### config.mk
export PLATFORM = sky130hd
export DESIGN_NAME = multicycle_control_unit_flat
export DESIGN_NICKNAME = d
export VERILOG_FILES = /design/src/rtl/mips_ctrl_pkg.sv /design/src/rtl/multicycle_control_unit_if.sv /design/src/rtl/mcu_output_decode.sv /design/src/rtl/multicycle_control_unit.sv /design/src/flat_wrapper.sv
export SDC_FILE = /design/constraint.sdc
export NUM_CORES = 1
export LEC_CHECK = 0
export ABC_CLOCK_PERIOD_IN_PS = 1450
export CORE_ASPECT_RATIO = 1.2
export CORE_UTILIZATION = 36
export CTS_CLUSTER_SIZE = 12
export DETAILED_ROUTE_END_ITERATION = 8
export DONT_BUFFER_PORTS = 1
export HOLD_SLACK_MARGIN = 0.08
export PLACE_DENSITY = 0.53
export SYNTH_ARGS = -nofsm -noshare
export SYNTH_HDL_FRONTEND = slang
export SYNTH_SLANG_ARGS = --single-unit
### constraint.sdc
create_clock -name clk -period 1.45 [get_ports clk]
set_input_delay 0.145 -clock clk [delete_from_list [all_inputs] [get_ports clk]]
set_output_delay 0.145 -clock clk [all_outputs]
set_load 0.1 [all_outputs]
### src/rtl/mips_ctrl_pkg.sv
// Shared encodings for the multi-cycle MIPS control unit: opcodes, FSM states,
// datapath select codes and the bundled control-output word.
package mips_ctrl_pkg;

  localparam logic [5:0] OP_RTYPE = 6'b000000;
  localparam logic [5:0] OP_LW    = 6'b100011;
  localparam logic [5:0] OP_SW    = 6'b101011;
  localparam logic [5:0] OP_BEQ   = 6'b000100;
  localparam logic [5:0] OP_BNE   = 6'b000101;
  localparam logic [5:0] OP_J     = 6'b000010;
  localparam logic [5:0] OP_ADDI  = 6'b001000;
  localparam logic [5:0] OP_ANDI  = 6'b001100;
  localparam logic [5:0] OP_ORI   = 6'b001101;

  localparam logic [3:0] S_FETCH  = 4'd0;
  localparam logic [3:0] S_DECODE = 4'd1;
  localparam logic [3:0] S_MEMADR = 4'd2;
  localparam logic [3:0] S_MEMRD  = 4'd3;
  localparam logic [3:0] S_MEMWB  = 4'd4;
  localparam logic [3:0] S_MEMWR  = 4'd5;
  localparam logic [3:0] S_EXEC   = 4'd6;
  localparam logic [3:0] S_RWB    = 4'd7;
  localparam logic [3:0] S_BRANCH = 4'd8;
  localparam logic [3:0] S_JUMP   = 4'd9;
  localparam logic [3:0] S_IEXEC  = 4'd10;
  localparam logic [3:0] S_IWB    = 4'd11;
  localparam logic [3:0] S_TRAP   = 4'd15;

  localparam logic [1:0] ALU_ADD   = 2'b00;
  localparam logic [1:0] ALU_SUB   = 2'b01;
  localparam logic [1:0] ALU_FUNCT = 2'b10;
  localparam logic [1:0] ALU_IMM   = 2'b11;

  localparam logic [1:0] SRCB_B      = 2'b00;
  localparam logic [1:0] SRCB_FOUR   = 2'b01;
  localparam logic [1:0] SRCB_IMM    = 2'b10;
  localparam logic [1:0] SRCB_IMMSH2 = 2'b11;

  localparam logic [1:0] PCSRC_ALU    = 2'b00;
  localparam logic [1:0] PCSRC_ALUOUT = 2'b01;
  localparam logic [1:0] PCSRC_JUMP   = 2'b10;

  localparam logic [1:0] IMM_ADD = 2'b00;
  localparam logic [1:0] IMM_AND = 2'b01;
  localparam logic [1:0] IMM_OR  = 2'b10;

  typedef struct packed {
    logic       pc_write;
    logic       pc_write_cond;
    logic       branch_ne;
    logic       i_or_d;
    logic       mem_read;
    logic       mem_write;
    logic       ir_write;
    logic       mem_to_reg;
    logic       reg_dst;
    logic       reg_write;
    logic       alu_src_a;
    logic [1:0] alu_src_b;
    logic [1:0] alu_op;
    logic [1:0] imm_logic;
    logic [1:0] pc_source;
  } ctrl_t;

endpackage

### src/rtl/multicycle_control_unit_if.sv
// Control-unit <-> datapath bundle: opcode/mem_ready into the FSM, mux selects
// and enables out. master = control unit, slave = datapath side.
interface multicycle_control_unit_if #(
  parameter int OPCODE_W = 6
);
  logic [OPCODE_W-1:0] opcode;
  logic                mem_ready;
  logic                pc_write;
  logic                pc_write_cond;
  logic                branch_ne;
  logic                i_or_d;
  logic                mem_read;
  logic                mem_write;
  logic                ir_write;
  logic                mem_to_reg;
  logic                reg_dst;
  logic                reg_write;
  logic                alu_src_a;
  logic [1:0]          alu_src_b;
  logic [1:0]          alu_op;
  logic [1:0]          imm_logic;
  logic [1:0]          pc_source;
  logic                illegal_op;
  logic [3:0]          state_o;

  modport master (
    input  opcode, mem_ready,
    output pc_write, pc_write_cond, branch_ne, i_or_d, mem_read, mem_write,
           ir_write, mem_to_reg, reg_dst, reg_write, alu_src_a, alu_src_b,
           alu_op, imm_logic, pc_source, illegal_op, state_o
  );

  modport slave (
    output opcode, mem_ready,
    input  pc_write, pc_write_cond, branch_ne, i_or_d, mem_read, mem_write,
           ir_write, mem_to_reg, reg_dst, reg_write, alu_src_a, alu_src_b,
           alu_op, imm_logic, pc_source, illegal_op, state_o
  );
endinterface

### src/rtl/mcu_output_decode.sv
// Moore output map: state plus latched branch/imm flags -> control word, no state.
// Zero latency; mem_ready only gates the FETCH-cycle IR/PC load.
module mcu_output_decode
  import mips_ctrl_pkg::*;
(
  input  logic [3:0] i_state,
  input  logic       i_mem_ready,
  input  logic       i_branch_ne,
  input  logic [1:0] i_imm_logic,
  output ctrl_t      o_ctrl
);

  always_comb begin
    o_ctrl = '0;
    case (i_state)
      S_FETCH: begin
        o_ctrl.mem_read  = 1'b1;
        o_ctrl.alu_src_b = SRCB_FOUR;
        o_ctrl.alu_op    = ALU_ADD;
        o_ctrl.pc_source = PCSRC_ALU;
        o_ctrl.ir_write  = i_mem_ready;
        o_ctrl.pc_write  = i_mem_ready;
      end
      // Branch target is precomputed into ALUOut while the opcode is decoded.
      S_DECODE: o_ctrl.alu_src_b = SRCB_IMMSH2;
      S_MEMADR: begin
        o_ctrl.alu_src_a = 1'b1;
        o_ctrl.alu_src_b = SRCB_IMM;
      end
      S_MEMRD: begin
        o_ctrl.mem_read = 1'b1;
        o_ctrl.i_or_d   = 1'b1;
      end
      S_MEMWB: begin
        o_ctrl.reg_write  = 1'b1;
        o_ctrl.mem_to_reg = 1'b1;
      end
      S_MEMWR: begin
        o_ctrl.mem_write = 1'b1;
        o_ctrl.i_or_d    = 1'b1;
      end
      S_EXEC: begin
        o_ctrl.alu_src_a = 1'b1;
        o_ctrl.alu_src_b = SRCB_B;
        o_ctrl.alu_op    = ALU_FUNCT;
      end
      S_RWB: begin
        o_ctrl.reg_write = 1'b1;
        o_ctrl.reg_dst   = 1'b1;
      end
      S_IEXEC: begin
        o_ctrl.alu_src_a = 1'b1;
        o_ctrl.alu_src_b = SRCB_IMM;
        o_ctrl.alu_op    = ALU_IMM;
        o_ctrl.imm_logic = i_imm_logic;
      end
      S_IWB: o_ctrl.reg_write = 1'b1;
      S_BRANCH: begin
        o_ctrl.alu_src_a     = 1'b1;
        o_ctrl.alu_src_b     = SRCB_B;
        o_ctrl.alu_op        = ALU_SUB;
        o_ctrl.pc_write_cond = 1'b1;
        o_ctrl.pc_source     = PCSRC_ALUOUT;
        o_ctrl.branch_ne     = i_branch_ne;
      end
      S_JUMP: begin
        o_ctrl.pc_write  = 1'b1;
        o_ctrl.pc_source = PCSRC_JUMP;
      end
      default: o_ctrl = '0;
    endcase
  end

endmodule

### src/rtl/multicycle_control_unit.sv
// Multi-cycle MIPS control FSM: state register, next-state logic and DECODE-time latches.
// 3-5 cycles per instruction; MEMRD/MEMWR/FETCH hold while mem_ready is low.
module multicycle_control_unit
  import mips_ctrl_pkg::*;
#(
  parameter int OPCODE_W    = 6,
  parameter int SUPPORT_IMM = 1,
  parameter int SUPPORT_BNE = 1
) (
  input  logic                         clk,
  input  logic                         rst_n,
  multicycle_control_unit_if.master    bus
);

  logic [3:0] r_state;
  logic [3:0] w_next;
  logic [3:0] w_dec_next;
  logic [1:0] w_dec_imm;
  logic       r_is_sw;
  logic       r_branch_ne;
  logic [1:0] r_imm_logic;
  logic       r_illegal;
  ctrl_t      w_ctrl;

  always_comb begin
    w_dec_next = S_TRAP;
    w_dec_imm  = IMM_ADD;
    case (bus.opcode)
      OPCODE_W'(OP_RTYPE):          w_dec_next = S_EXEC;
      OPCODE_W'(OP_LW),
      OPCODE_W'(OP_SW):             w_dec_next = S_MEMADR;
      OPCODE_W'(OP_BEQ):            w_dec_next = S_BRANCH;
      OPCODE_W'(OP_BNE):  if (SUPPORT_BNE != 0) w_dec_next = S_BRANCH;
      OPCODE_W'(OP_J):              w_dec_next = S_JUMP;
      OPCODE_W'(OP_ADDI): if (SUPPORT_IMM != 0) w_dec_next = S_IEXEC;
      OPCODE_W'(OP_ANDI): if (SUPPORT_IMM != 0) begin
        w_dec_next = S_IEXEC;
        w_dec_imm  = IMM_AND;
      end
      OPCODE_W'(OP_ORI):  if (SUPPORT_IMM != 0) begin
        w_dec_next = S_IEXEC;
        w_dec_imm  = IMM_OR;
      end
      default: w_dec_next = S_TRAP;
    endcase
  end

  always_comb begin
    w_next = r_state;
    case (r_state)
      S_FETCH:  if (bus.mem_ready) w_next = S_DECODE;
      S_DECODE: w_next = w_dec_next;
      S_MEMADR: w_next = r_is_sw ? S_MEMWR : S_MEMRD;
      S_MEMRD:  if (bus.mem_ready) w_next = S_MEMWB;
      S_MEMWB:  w_next = S_FETCH;
      S_MEMWR:  if (bus.mem_ready) w_next = S_FETCH;
      S_EXEC:   w_next = S_RWB;
      S_RWB:    w_next = S_FETCH;
      S_IEXEC:  w_next = S_IWB;
      S_IWB:    w_next = S_FETCH;
      S_BRANCH: w_next = S_FETCH;
      S_JUMP:   w_next = S_FETCH;
      S_TRAP:   w_next = S_TRAP;
      // Unused encodings are treated as corruption and trapped.
      default:  w_next = S_TRAP;
    endcase
  end

  always_ff @(posedge clk or negedge rst_n) begin
    if (!rst_n) begin
      r_state     <= S_FETCH;
      r_is_sw     <= 1'b0;
      r_branch_ne <= 1'b0;
      r_imm_logic <= IMM_ADD;
      r_illegal   <= 1'b0;
    end else begin
      r_state <= w_next;
      // MEMADR must steer on the opcode seen in DECODE, not whatever the IR shows later.
      if (r_state == S_DECODE) begin
        r_is_sw     <= (bus.opcode == OPCODE_W'(OP_SW));
        r_branch_ne <= (SUPPORT_BNE != 0) && (bus.opcode == OPCODE_W'(OP_BNE));
        r_imm_logic <= w_dec_imm;
      end else if (w_next == S_FETCH) begin
        r_branch_ne <= 1'b0;
      end
      if (w_next == S_TRAP) r_illegal <= 1'b1;
    end
  end

  mcu_output_decode u_output_decode (
    .i_state     (r_state),
    .i_mem_ready (bus.mem_ready),
    .i_branch_ne (r_branch_ne),
    .i_imm_logic (r_imm_logic),
    .o_ctrl      (w_ctrl)
  );

  assign bus.pc_write      = w_ctrl.pc_write;
  assign bus.pc_write_cond = w_ctrl.pc_write_cond;
  assign bus.branch_ne     = w_ctrl.branch_ne;
  assign bus.i_or_d        = w_ctrl.i_or_d;
  assign bus.mem_read      = w_ctrl.mem_read;
  assign bus.mem_write     = w_ctrl.mem_write;
  assign bus.ir_write      = w_ctrl.ir_write;
  assign bus.mem_to_reg    = w_ctrl.mem_to_reg;
  assign bus.reg_dst       = w_ctrl.reg_dst;
  assign bus.reg_write     = w_ctrl.reg_write;
  assign bus.alu_src_a     = w_ctrl.alu_src_a;
  assign bus.alu_src_b     = w_ctrl.alu_src_b;
  assign bus.alu_op        = w_ctrl.alu_op;
  assign bus.imm_logic     = w_ctrl.imm_logic;
  assign bus.pc_source     = w_ctrl.pc_source;
  assign bus.illegal_op    = r_illegal;
  assign bus.state_o       = r_state;

endmodule

### src/flat_wrapper.sv
// flat-port wrapper written by rule: the top's interface ports become plain ports
module multicycle_control_unit_flat import mips_ctrl_pkg::*;
#(
  parameter int OPCODE_W    = 6,
  parameter int SUPPORT_IMM = 1,
  parameter int SUPPORT_BNE = 1
)
  (clk, rst_n, bus_opcode, bus_mem_ready, bus_pc_write, bus_pc_write_cond, bus_branch_ne, bus_i_or_d, bus_mem_read, bus_mem_write, bus_ir_write, bus_mem_to_reg, bus_reg_dst, bus_reg_write, bus_alu_src_a, bus_alu_src_b, bus_alu_op, bus_imm_logic, bus_pc_source, bus_illegal_op, bus_state_o);
  multicycle_control_unit_if #(.OPCODE_W(OPCODE_W)) bus_i ();
  input  logic clk;
  input  logic rst_n;
  input wire logic [$bits(bus_i.opcode)-1:0] bus_opcode;
  input wire logic [$bits(bus_i.mem_ready)-1:0] bus_mem_ready;
  output wire logic [$bits(bus_i.pc_write)-1:0] bus_pc_write;
  output wire logic [$bits(bus_i.pc_write_cond)-1:0] bus_pc_write_cond;
  output wire logic [$bits(bus_i.branch_ne)-1:0] bus_branch_ne;
  output wire logic [$bits(bus_i.i_or_d)-1:0] bus_i_or_d;
  output wire logic [$bits(bus_i.mem_read)-1:0] bus_mem_read;
  output wire logic [$bits(bus_i.mem_write)-1:0] bus_mem_write;
  output wire logic [$bits(bus_i.ir_write)-1:0] bus_ir_write;
  output wire logic [$bits(bus_i.mem_to_reg)-1:0] bus_mem_to_reg;
  output wire logic [$bits(bus_i.reg_dst)-1:0] bus_reg_dst;
  output wire logic [$bits(bus_i.reg_write)-1:0] bus_reg_write;
  output wire logic [$bits(bus_i.alu_src_a)-1:0] bus_alu_src_a;
  output wire logic [$bits(bus_i.alu_src_b)-1:0] bus_alu_src_b;
  output wire logic [$bits(bus_i.alu_op)-1:0] bus_alu_op;
  output wire logic [$bits(bus_i.imm_logic)-1:0] bus_imm_logic;
  output wire logic [$bits(bus_i.pc_source)-1:0] bus_pc_source;
  output wire logic [$bits(bus_i.illegal_op)-1:0] bus_illegal_op;
  output wire logic [$bits(bus_i.state_o)-1:0] bus_state_o;
  assign bus_i.opcode = bus_opcode;
  assign bus_i.mem_ready = bus_mem_ready;
  assign bus_pc_write = bus_i.pc_write;
  assign bus_pc_write_cond = bus_i.pc_write_cond;
  assign bus_branch_ne = bus_i.branch_ne;
  assign bus_i_or_d = bus_i.i_or_d;
  assign bus_mem_read = bus_i.mem_read;
  assign bus_mem_write = bus_i.mem_write;
  assign bus_ir_write = bus_i.ir_write;
  assign bus_mem_to_reg = bus_i.mem_to_reg;
  assign bus_reg_dst = bus_i.reg_dst;
  assign bus_reg_write = bus_i.reg_write;
  assign bus_alu_src_a = bus_i.alu_src_a;
  assign bus_alu_src_b = bus_i.alu_src_b;
  assign bus_alu_op = bus_i.alu_op;
  assign bus_imm_logic = bus_i.imm_logic;
  assign bus_pc_source = bus_i.pc_source;
  assign bus_illegal_op = bus_i.illegal_op;
  assign bus_state_o = bus_i.state_o;
  multicycle_control_unit #(.OPCODE_W(OPCODE_W), .SUPPORT_IMM(SUPPORT_IMM), .SUPPORT_BNE(SUPPORT_BNE)) u_core (.clk(clk), .rst_n(rst_n), .bus(bus_i));
endmodule
# Yosys cells after proc, flatten, opt, wreduce, memory -nomap -nowiden

Index checks and enable logic that the tools add are counted.
W data, S select, Z words.

Register bits: 9
Bits in latches: 0
Bits in writable memories: 0
Memory bits (read-only): 0
Input port bits: 9
Output and inout port bits: 24
Memories: 0

Add/sub/neg operators: 0
Multipliers: 0
Div/mod/pow operators: 0
$lt $le $gt $ge: 0
Eq/ne operators: 20
Shift-type cells: 0
Muxes and demuxes: 23
Bitwise operators: 0
Reductions and logical operators: 13

Operator list:

| kind                 | count |
|---|---|
| $pmux W4 S8          | 1 |
| $eq A4 B4 Y1 const B | 5 |
| $pmux W4 S5          | 1 |
| $eq A6 B4 Y1 const B | 3 |
| $eq A4 B3 Y1 const B | 4 |
| $eq A6 B3 Y1 const B | 2 |
| $eq A6 B6 Y1 const B | 2 |
| $mux W4              | 3 |
| $pmux W2 S3          | 2 |
| $mux W1              | 10 |
| $reduce_or A2 Y1     | 5 |
| $eq A4 B2 Y1 const B | 2 |
| $logic_not A4 Y1     | 2 |
| $pmux W2 S2          | 2 |
| $eq A6 B2 Y1 const B | 1 |
| $logic_not A6 Y1     | 1 |
| $reduce_or A3 Y1     | 2 |
| $reduce_or A5 Y1     | 1 |
| $eq A4 B1 Y1 const B | 1 |
| $mux W2              | 2 |
| $reduce_or A4 Y1     | 1 |
| $mux W3              | 1 |
| $pmux W1 S2          | 1 |
| $reduce_bool A2 Y1   | 1 |

# Longest topological paths before layout

Gate-level depths: netlist of the first run.

Depth in word-level cells: 7
Mapped depth: 6
Depth with buffers taken out: 5

# Cells and area by module

From an unflattened synthesis of the first run, not the netlist that was laid out.

Cell total of the unflattened synthesis: 108
Area, all modules: 844.6 um^2

By module, submodules not included:

| module                  | times used | cells each | area an instance (um^2) | seq. area each (um^2) |
|---|---|---|---|---|
| multicycle_control_unit | 1          | 70         | 603.1                   | 225.2 |
| mcu_output_decode       | 1          | 38         | 241.5                   | 0.0 |

# Least setup slack after synthesis of the first run

OpenSTA, ideal clock, no wires.

Path kind: reg-to-output
Start: register u_core.r_state[2] (netlist: u_core.bus.state_o[2])
End: output bus_reg_write
Data arrival time: 4260 ps
Data required time: 1305 ps
Path slack: -2955 ps
Cell stages (with the launch flop): 5
Path buffers: 1
Cells stage by stage: dfrtp_1 clkbuf_1 nand2_1 nor3_1 or2_2

Longest elaborated chain between the ends: 3
Elaborated cells between the ends (all ways): 5
Those cells by class: 3 x eq/ne; 1 x mux; 1 x reduce/logical

RTL lines:

| what                                         | RTL line                      | text |
|---|---|---|
| from (decl)                                  | multicycle_control_unit.sv:15 | `logic [3:0] r_state;` |
| from (signal assigned)                       | multicycle_control_unit.sv:77 | `r_state <= w_next;` |
| $eq A4 B3 Y1 or $eq A4 B4 Y1 (tied branches) | mcu_output_decode.sv:15       | `case (i_state)` |
| $reduce_or A3 Y1 (no source line) (*)        | -                             |  |
| $mux W1 (*)                                  | mcu_output_decode.sv:15       |  |
| to (decl)                                    | flat_wrapper.sv:23            | `output wire logic [$bits(bus_i.reg_write)-1:0] bus_reg_write;` |

Every way passes the cells marked *; elsewhere a longest branch is shown, timed or not.

# Worst setup path in the final report of the first run

Start: register u_core.r_state[3] (netlist: u_core.bus.state_o[3])
End: output bus_reg_write

Same word-level chain as after synthesis.

==> results.yml, run 1 <==
floorplan:
  floorplan.die_area_sq_mm: 0.00229
  die_height_microns: 52.2
  die_width_microns: 43.9
  pin_count: 33
  floorplan.core_area_sq_mm: 0.00191
  fp-row-count: 17
  initial_core_util_pct: 39.5
placed_design:
  gpl.final_weighted_congestion: 0.837
  port_buffers: 0
  post-dp-hpwl_mm: 1.92
  minimum_setup_slack_after_placement_ps: -105
timing:
  setup_viol: 28
  final.min_clock_period_ps: 1830
  grt_setup_unrepaired: "true"
  fmax_ghz: 0.548
  final.period_utilization_pct: 126
  slew_headroom_pct: 70.1
  setup_ws_ps: -375
  clock_skew_ps: 7.92
  timing.final.hold_violations: 0
  slew_viol_final: 0
  worst_pin_slew_ps: 448
routing:
  drc_violation_count_after_routing: 2
  detail_route.iter0.violations: 38
  ant_nets: 0
  wirelength_mm: 4.48
  dr_total_vias: 1169
  first_pass_iteration_count_of_the_detailed_router: 6
  routed_wire_length_per_instance_microns: 25.5
  via_to_cell_ratio: 6.64
clock_network:
  worst_skew_pair_later_pin_latency_ps: 270
  cts_num_sinks: 9
  cts_inserted_buffers: 3
  clk_pin_slew_ps: 60
  clock-root-buffer: "sky130_fd_sc_hd__clkbuf_4"
  clock_tree.htree_level_count: 1
  tritoncts: "built"
  cts_buffer_depth: 2
synth:
  synth_sequential_area_ratio_pct: 29.8
  synth_cells: 100
  yosysWarnings: 0
  ys_ff_latch: 9
  syn_area_per_cell_sq_um: 7.57
  post_synth_edffs: 0
  netlist-cell-type-count: 39
  syn-cell-area_sq_um: 757
  synth_nets: 109
  synth_ff_type: "sky130_fd_sc_hd__dfrtp_1"
  postSynth.asyncResetShare_pct: 100
setup_path:
  path_max_fanout: 6
  startpoint_type: "flip-flop"
  most_used_cell_along_the_critical_path: "sky130_fd_sc_hd__buf_12"
  cp_data_required_time_ps: 1310
  cp_data_arrival_time_ps: 1680
  slowest_stage: "sky130_fd_sc_hd__dfrtp_4"
  worstSetupPathType: "flip-flop to output pin"
  critPathCaptureType: "output pin"
  critical_path.cell_chain: "buf_12 > inv_8 > nand2_8 > nor3_4 > or2_4 > buf_12"
  worst_path_dominant_cell_family: "flip-flops"
  buffers_inverters_on_critical_path: 3
  timing.critical_path.slowest_cell_delay_ps: 510
cells_and_area:
  synthToLayoutAreaGrowth_pct: 140
  fin_util_pct: 95.1
  layout.cells.most_common: "sky130_fd_sc_hd__buf_4"
  most-common-layout-cells: "21 x sky130_fd_sc_hd__buf_4, 19 x sky130_fd_sc_hd__buf_12, 16 x sky130_fd_sc_hd__buf_6"
  post_route_cells_drive_above_1_share_pct: 68.8
  number_of_diodes_added_for_antenna_fixing: 0
  num-fill-cells: 45
  finish.net_count: 167
global_routing:
  use_met3_pct: 2.07
  top_usage_layer: "met2"
  number_of_antenna_violations_at_the_first_check_in_global_routing: 0
  gr-usage-met1_pct: 30.7
  grt.total_usage_pct: 27.9
  globalRouteMet2Util_pct: 50.2
  grt_max_degree: 10
  grt_pass1_vias: 1041
  first_pass_grt_wire_length_mm: 4.63
  grt_overflow: 0
power_and_ir_drop:
  power-per-cell-area_mw_per_mm2: 272
  ir_drop_v: 0.000414
  cellLeakagePower_nw: 0.759
min_path:
  hold_class: "primary input to flip-flop"
status:
  failed_checks: "DRC, setup timing"
  result_of_the_run: "finished, violations left"
run:
  count_of_max_cap_constraint_violations: 0
[synth_stat cells, types with 3 or more instances]
library cell / number / share of area [%]
sky130_fd_sc_hd__nor2_1: 12 / 5.9
sky130_fd_sc_hd__nand2_1: 11 / 5.5
sky130_fd_sc_hd__dfrtp_1: 9 / 30
sky130_fd_sc_hd__a21oi_1: 7 / 4.6
sky130_fd_sc_hd__and3_1: 5 / 4.1
sky130_fd_sc_hd__nand2b_1: 5 / 4.1
sky130_fd_sc_hd__nor3_1: 5 / 3.3
sky130_fd_sc_hd__clkbuf_1: 3 / 1.5
sky130_fd_sc_hd__nor2b_1: 3 / 2.5
sky130_fd_sc_hd__o31ai_1: 3 / 3.0
sky130_fd_sc_hd__or2_2: 3 / 2.5
[tightest hold or removal path: stages]
cell and delay, ps:
sky130_fd_sc_hd__nor2_1 40, sky130_fd_sc_hd__nand2_1 60, sky130_fd_sc_hd__o21ai_0 70
[cells by family (layout without fill, tap and decap cells)]
| kind of cell | count (synthesis) | count (layout) | share of synthesized area, % |
|---|---|---|---|
| DFF | 9 | 9 | 29.8 |
| buffers and inverters | 9 | 66 | 6.12 |
| and+or+nand+nor | 56 | 56 | 40.0 |
| xor gates and xnor gates | 1 | 1 | 1.16 |
| AOI/OAI and AO/OA | 25 | 25 | 23.0 |
[repair_timing]
action	in CTS	in global routing
hold buffers	2	0
hold endpoints to repair	10	0
buffers inserted	8	2
pin swaps	12	12
setup endpoints to repair	21	30
gates resized for setup	37	21
[report_power, final]
part           leakage (nW)  internal [W]  switching, W
registers            0.0847      0.000251   0.000000287
logic                 0.659     0.0000155     0.0000192
clock network        0.0150      0.000106      0.000102
[flip-flops by register name (all words and copies together) (netlist names)]
| register | cells |
|---|---|
| u_core.bus.state_o | 4 |
| u_core.r_branch_ne | 1 |
| u_core.bus.illegal_op | 1 |
| u_core.r_imm_logic | 2 |
| u_core.r_is_sw | 1 |
[per-layer routing]
metal	wire [microns]	vias up
met5	0	-
met4	344	0
met3	307	37
met2	2380	78
met1	1450	576
li1	-	478
[through the flow]
step,TNS [ps],hold slack (ps),instance area [sq um],std cells,power (W)
after floorplan,-10800,-151,976,100,0.000278
after global placement,-167,-150,1460,160,0.000277
after detailed placement,-422,-150,1460,160,0.000278
after CTS,-3730,86.2,1710,174,0.000478
after global routing,-6730,104,1820,176,0.000500
final,-5970,100,1820,176,0.000495
[cell type report]
type | instances | area [sq um] | share of cell area (%)
inverter | 2 | 17.5 | 0.962
timing repair buffer | 60 | 778 | 42.7
clock buffer | 4 | 26.3 | 1.44
sequential | 9 | 240 | 13.2
tap | 19 | 23.8 | 1.31
multi-input combinational | 82 | 734 | 40.3
[final timing paths]
check                                            from               endpoint  slack [ps]  cells after the start
worst min register to register  u_core.bus.illegal_op  u_core.bus.illegal_op         500                      1
worst max-delay path            u_core.bus.state_o[3]          bus_reg_write        -380                      6
min in group asynchronous                       rst_n  u_core.bus.state_o[2]         250                      1
worst min-delay path                    bus_opcode[5]  u_core.r_imm_logic[0]         100                      3
max in group asynchronous                       rst_n  u_core.bus.state_o[3]         850                      1
worst max register to register  u_core.bus.state_o[1]  u_core.bus.illegal_op        -290                      6
No activity file was read; power rests on OpenSTA's default activity.
==> run 2, diff against run 1 <==
--- a/config.mk
+++ b/config.mk
@@ -13,6 +13,9 @@
 export DONT_BUFFER_PORTS = 1
 export HOLD_SLACK_MARGIN = 0.08
 export PLACE_DENSITY = 0.53
+export SETUP_SLACK_MARGIN = 0.2
+export SKIP_CTS_REPAIR_TIMING = 1
+export SLEW_MARGIN = 20
 export SYNTH_ARGS = -nofsm -noshare
 export SYNTH_HDL_FRONTEND = slang
 export SYNTH_SLANG_ARGS = --single-unit
==> run 2 against run 1 <==
  * The flow still finishes with violations (DRC, setup timing)
  * Global-route usage fell by 6.7 points
  * Clock power down 4%
  * Register-to-register slack is essentially flat
  * Clock skew is 7.0 ps lower
  * Wire length shrank 28%
  * Combinational power fell by 8.9%
  * Critical path type unchanged
  * Critical endpoint is now bus_pc_write
  * Largest cell class unchanged
==> results.yml, run 2 (synthesized netlist as in run 1, its figures left out) <==
status:
  result_of_the_run: "finished, violations left"
  failed_checks: "DRC, setup timing"
placed_design:
  gpl.final_weighted_congestion: 0.837
  minimum_setup_slack_after_placement_ps: -105
  post-dp-hpwl_mm: 1.92
  port_buffers: 0
  dpl.cell_count: 160
setup_path:
  cp_data_arrival_time_ps: 1600
  path_max_fanout: 7
  critPathCaptureType: "output pin"
  cp_data_required_time_ps: 1310
  worst_setup_path_startpoint: "u_core.bus.state_o[2]"
  regToRegStartpoint: "u_core.bus.state_o[2]"
  startpoint_type: "flip-flop"
  worstSetupPathType: "flip-flop to output pin"
run:
  count_of_max_cap_constraint_violations: 0
clock_network:
  tritoncts: "built"
  cts_inserted_buffers: 3
  worst_skew_pair_later_pin_latency_ps: 260
  cts_buffer_depth: 2
  clk_pin_slew_ps: 60
  clock_tree.htree_level_count: 1
  clock-root-buffer: "sky130_fd_sc_hd__clkbuf_4"
  cts_num_sinks: 9
floorplan:
  pin_count: 33
  fp-row-count: 17
  die_width_microns: 43.9
  floorplan.die_area_sq_mm: 0.00229
  die_height_microns: 52.2
  initial_core_util_pct: 39.5
  floorplan.core_area_sq_mm: 0.00191
power_and_ir_drop:
  p_clk_share_pct: 41.4
  comb_power_share_pct: 6.5
  switching_power_w: 0.000110
  internal_power_w: 0.000373
  cellLeakagePower_nw: 0.725
  power_switching_share_pct: 22.8
  ir_drop_v: 0.000379
  power-per-cell-area_mw_per_mm2: 282
  p_seq_share_pct: 52.0
timing:
  setup_viol: 27
  setup_ws_ps: -298
  hold_ws_ps: 81.5
  worst_pin_slew_ps: 427
  grt_setup_unrepaired: "true"
  slew_headroom_pct: 71.3
  timing.final.hold_violations: 0
  final.period_utilization_pct: 121
  slew_viol_final: 0
  clock_skew_ps: 0.876
  fmax_ghz: 0.572
  final.min_clock_period_ps: 1750
cells_and_area:
  finish.net_count: 160
  synthToLayoutAreaGrowth_pct: 126
  largest_register_ff_count: 4
  number_of_diodes_added_for_antenna_fixing: 0
  fin_util_pct: 89.5
  most-common-layout-cells: "19 x sky130_fd_sc_hd__buf_12, 19 x sky130_fd_sc_hd__buf_4, 11 x sky130_fd_sc_hd__buf_6"
  layoutNonFillerInstCount: 169
  num-fill-cells: 84
  post_route_cells_drive_above_1_share_pct: 65.3
routing:
  dr_total_vias: 1006
  drc_violation_count_after_routing: 2
  first_pass_iteration_count_of_the_detailed_router: 6
  via_to_cell_ratio: 5.95
  wirelength_mm: 3.22
  ant_nets: 0
  routed_wire_length_per_instance_microns: 19.0
  detail_route.iter0.violations: 23
min_path:
  worst_hold_startpoint: "bus_opcode[5]"
  hold_class: "primary input to flip-flop"
global_routing:
  grt_pass1_vias: 876
  grt_overflow: 0
  grt.total_usage_pct: 21.2
  grt_max_degree: 10
  first_pass_grt_wire_length_mm: 3.64
  number_of_antenna_violations_at_the_first_check_in_global_routing: 0
==> run 2: metrics by stage <==
stage	total power (W)	cell area, sq um	TNS (ps)
floorplan	0.000278	976	-10800
global placement	0.000277	1460	-167
detailed placement	0.000278	1460	-422
CTS	0.000469	1480	-5050
global route	0.000496	1710	-5890
finish	0.000483	1710	-4800
==> run 2: area by class of cell <==
type	instances	area, sq um	share of cell area (%)
flip-flops and latches	9	240	14.0
clock buffers	4	26.3	1.53
inverters	2	17.5	1.02
multi-input cells	82	699	40.8
repair buffers	53	707	41.2
well taps	19	23.8	1.39
==> run 2: layer usage <==
layer / GRT usage, % / wire [microns] / vias up / share of wire (%)
met5: 0 / 0 / - / 0
met4: 8.59 / 155 / 0 / 4.8
met3: 1.38 / 151 / 14 / 4.7
met2: 39.6 / 1770 / 50 / 55
met1: 24.7 / 1150 / 478 / 36
li1: - / - / 464 / -
==> run 2: worst paths after layout <==
path / cells after the start / to / slack [ps]
worst min register to register: 2 / u_core.r_imm_logic[0] / 510
worst max register to register: 5 / u_core.bus.illegal_op / -280
worst max-delay path: 4 / bus_pc_write / -300
worst min-delay path: 3 / u_core.r_imm_logic[0] / 80
min in group asynchronous: 1 / u_core.bus.state_o[3] / 250
max in group asynchronous: 1 / u_core.bus.state_o[0] / 880
==> run 2: power by group through the flow <==
stage	Combinational (W)	Clock [W]	Sequential [W]
2_1_floorplan	0.0000219	0	0.000256
3_3_place_gp	0.0000207	0	0.000256
3_5_place_dp	0.0000215	0	0.000256
4_1_cts	0.0000216	0.000196	0.000251
5_1_grt	0.0000343	0.000211	0.000251
6_report	0.0000316	0.000200	0.000251
==> run 2: critical path: stages (launching register included) <==
cell and delay, ps:
sky130_fd_sc_hd__dfrtp_4 520, sky130_fd_sc_hd__nor2_1 130, sky130_fd_sc_hd__buf_4 160, sky130_fd_sc_hd__and3_4 210, sky130_fd_sc_hd__or2_4 310
==> run 3, diff against run 2 <==
--- a/config.mk
+++ b/config.mk
@@ -7,12 +7,12 @@
 export LEC_CHECK = 0
 export ABC_CLOCK_PERIOD_IN_PS = 1450
 export CORE_ASPECT_RATIO = 1.2
-export CORE_UTILIZATION = 36
+export CORE_UTILIZATION = 47
 export CTS_CLUSTER_SIZE = 12
 export DETAILED_ROUTE_END_ITERATION = 8
 export DONT_BUFFER_PORTS = 1
 export HOLD_SLACK_MARGIN = 0.08
-export PLACE_DENSITY = 0.53
+export PLACE_DENSITY = 0.65
 export SETUP_SLACK_MARGIN = 0.2
 export SKIP_CTS_REPAIR_TIMING = 1
 export SLEW_MARGIN = 20
==> run 3 against run 2 <==
  * The run now fails in detailed placement
  * Synthesized cell count did not move
  * Synthesized area did not move
==> results.yml, run 3 <==
status:
  result_of_the_run: "did not finish"
  failing_step: "detailed placement"
  halt_reason: "[ERROR DPL-0033] detailed placement checks failed during check placement."
placed_design:
  post-dp-hpwl_mm: 2.52
  port_buffers: 0
  gpl.final_weighted_congestion: 0.855
floorplan:
  pin_count: 33
  initial_core_util_pct: 51.7
  die_width_microns: 38.6
  fp-row-count: 15
  die_height_microns: 46.0
synth:
  synth_ff_type: "sky130_fd_sc_hd__dfrtp_1"
  ys_ff_latch: 9
  syn_area_per_cell_sq_um: 7.57
  netlist-cell-type-count: 39
  netlist.area_leader.share_pct: 29.8
  postSynth.asyncResetShare_pct: 100
  synth.cells.most_frequent: "12 x sky130_fd_sc_hd__nor2_1, 11 x sky130_fd_sc_hd__nand2_1, 9 x sky130_fd_sc_hd__dfrtp_1"
  ranking_of_synthesized_cells_by_area: "sky130_fd_sc_hd__dfrtp_1 30%, sky130_fd_sc_hd__nor2_1 6.0%, sky130_fd_sc_hd__nand2_1 5.5%, sky130_fd_sc_hd__a21oi_1 4.6%, sky130_fd_sc_hd__and3_1 4.1%"
  yosysWarnings: 0
  synth_nets: 109
  yosysTopAreaCell: "sky130_fd_sc_hd__dfrtp_1"
  synth.most_common_cell: "sky130_fd_sc_hd__nor2_1"
  post_synth_edffs: 0
  syn-cell-area_sq_um: 757
  synth_sequential_area_ratio_pct: 29.8
  synth_cells: 100
-- run 3: cell counts after synthesis --
Identical to the previous run, type by type.
-- run 3: cell families after synthesis --
logic type / Yosys count / synth area share, %
AND/OR/NAND/NOR: 56 / 40.0
AO/OA/AOI/OAI: 25 / 23.0
flip-flops: 9 / 29.8
buffers and inverters: 9 / 6.12
XOR/XNOR: 1 / 1.16
-- run 3: metrics by stage --
stage	hold WS, ps	setup TNS, ps
2_1_floorplan	-151	-10800
3_3_place_gp	-150	-172
==> run 4, diff against run 3 <==
--- a/config.mk
+++ b/config.mk
@@ -5,15 +5,12 @@
 export SDC_FILE = /design/constraint.sdc
 export NUM_CORES = 1
 export LEC_CHECK = 0
-export ABC_CLOCK_PERIOD_IN_PS = 1450
-export CORE_ASPECT_RATIO = 1.2
-export CORE_UTILIZATION = 47
-export CTS_CLUSTER_SIZE = 12
+export ABC_CLOCK_PERIOD_IN_PS = 1900
+export CORE_AREA = 2 2 63 65
 export DETAILED_ROUTE_END_ITERATION = 8
+export DIE_AREA = 0 0 65 67
 export DONT_BUFFER_PORTS = 1
-export HOLD_SLACK_MARGIN = 0.08
-export PLACE_DENSITY = 0.65
-export SETUP_SLACK_MARGIN = 0.2
+export PLACE_DENSITY_LB_ADDON = 0.15
 export SKIP_CTS_REPAIR_TIMING = 1
 export SLEW_MARGIN = 20
 export SYNTH_ARGS = -nofsm -noshare
==> constraint.sdc (replaced) <==
create_clock -name clk -period 1.9 [get_ports clk]
set_input_delay 0.19 -clock clk [delete_from_list [all_inputs] [get_ports clk]]
set_output_delay 0.19 -clock clk [all_outputs]
set_load 0.1 [all_outputs]
==> run 4 against run 3 <==
  * The flow now finishes without violations
==> results.yml, run 4 (synthesized netlist as in run 1, its figures left out) <==
status:
  result_of_the_run: "complete, no violations"
floorplan:
  floorplan.core_area_sq_mm: 0.00361
  floorplan.die_area_sq_mm: 0.00436
  die_width_microns: 65
  initial_core_util_pct: 21.0
  fp-row-count: 22
  die_height_microns: 67
  pin_count: 33
clock_network:
  tritoncts: "built"
  cts_inserted_buffers: 3
  worst_skew_pair_later_pin_latency_ps: 230
  cts_buffer_depth: 2
  clock-root-buffer: "sky130_fd_sc_hd__clkbuf_8"
  clk_pin_slew_ps: 40
  cts_num_sinks: 9
  clock_tree.htree_level_count: 1
setup_path:
  cp_data_required_time_ps: 1710
  startpoint_type: "flip-flop"
  path_max_fanout: 7
  critPathCaptureType: "output pin"
  worstSetupPathType: "flip-flop to output pin"
  cp_data_arrival_time_ps: 1600
timing:
  worst_pin_slew_ps: 901
  setup_viol: 0
  final.min_clock_period_ps: 1790
  hold_ws_ps: 142
  clock_skew_ps: 0.350
  grt_setup_unrepaired: "false"
  fmax_ghz: 0.558
  final.period_utilization_pct: 94.2
  timing.final.hold_violations: 0
  setup_ws_ps: 109
  slew_headroom_pct: 39.9
  slew_viol_final: 0
cells_and_area:
  finish.net_count: 134
  num-fill-cells: 368
  largest_register_ff_count: 4
  most-common-layout-cells: "14 x sky130_fd_sc_hd__buf_12, 11 x sky130_fd_sc_hd__buf_4, 10 x sky130_fd_sc_hd__nand2_1"
  synthToLayoutAreaGrowth_pct: 80.3
  layout.cells.most_common: "sky130_fd_sc_hd__buf_12"
  number_of_diodes_added_for_antenna_fixing: 0
  final_design_area_no_fill_sq_mm: 0.00137
  layoutNonFillerInstCount: 172
  post_route_cells_drive_above_1_share_pct: 47.6
routing:
  drc_violation_count_after_routing: 0
  ant_nets: 0
  routed_wire_length_per_instance_microns: 13.2
  detail_route.iter0.violations: 43
  first_pass_iteration_count_of_the_detailed_router: 4
  wirelength_mm: 2.28
  via_to_cell_ratio: 4.79
  dr_total_vias: 824
placed_design:
  dpl.cell_count: 167
  port_buffers: 0
  gpl.final_weighted_congestion: 0.725
  post-dp-hpwl_mm: 1.87
  post_detailed_placement_cell_area_sq_mm: 0.00131
  minimum_setup_slack_after_placement_ps: 131
min_path:
  hold_class: "primary input to flip-flop"
power_and_ir_drop:
  power-per-cell-area_mw_per_mm2: 315
  cellLeakagePower_nw: 0.542
  ir_drop_v: 0.000220
  design_power_total_w: 0.000431
global_routing:
  grt_pass1_vias: 811
  number_of_antenna_violations_at_the_first_check_in_global_routing: 0
  grt.total_usage_pct: 11.5
  grt_max_degree: 17
  grt_overflow: 0
  first_pass_grt_wire_length_mm: 3.86
run:
  count_of_max_cap_constraint_violations: 0
## run 4: report_power, final
part | internal [W] | switching, W
Sequential | 0.000193 | 0.0000000902
Clock | 0.000146 | 0.0000711
Combinational | 0.00000987 | 0.0000112
## run 4: cell type report
cell class | instances | area (sq um) | area share (%)
multi-input cells | 82 | 609 | 44.6
repair buffers | 27 | 400 | 29.3
flip-flops and latches | 9 | 238 | 17.4
well taps | 48 | 60.1 | 4.40
clock buffers | 4 | 45.0 | 3.30
inverters | 2 | 12.5 | 0.917
## run 4: worst max-delay path, stage by stage (launching register included)
cell and delay (ps):
sky130_fd_sc_hd__dfrtp_4 520, sky130_fd_sc_hd__buf_4 190, sky130_fd_sc_hd__inv_6 70, sky130_fd_sc_hd__nand2_8 60, sky130_fd_sc_hd__nor3_4 200, sky130_fd_sc_hd__or2_4 160, sky130_fd_sc_hd__buf_12 160
## run 4: through the flow
stage / util (%) / TNS (ps)
floorplan: - / -3180
global placement: 36.3 / 0
detailed placement: 36.3 / 0
CTS: 37.5 / 0
global route: 37.9 / 0
finish: 37.9 / 0
## run 4: path summary, 6_finish.rpt
kind,cells past startpoint,startpoint,slack (ps),to
max in group asynchronous,1,rst_n,1220,u_core.bus.state_o[2]
min in group asynchronous,1,rst_n,340,u_core.bus.state_o[3]
worst max register to register,5,u_core.bus.state_o[1],190,u_core.bus.illegal_op
worst min register to register,2,u_core.r_imm_logic[0],490,u_core.r_imm_logic[0]
worst min-delay path,3,bus_opcode[0],140,u_core.r_imm_logic[0]
worst max-delay path,6,u_core.bus.state_o[3],110,bus_reg_write
## run 4: metal layers
metal / wire [microns] / global-route usage [%] / vias to the layer above
li1: - / - / 413
met1: 966 / 13.9 / 376
met2: 1110 / 19.5 / 33
met3: 181 / 2.70 / 2
met4: 19 / 4.79 / 0
met5: 0 / 0 / -
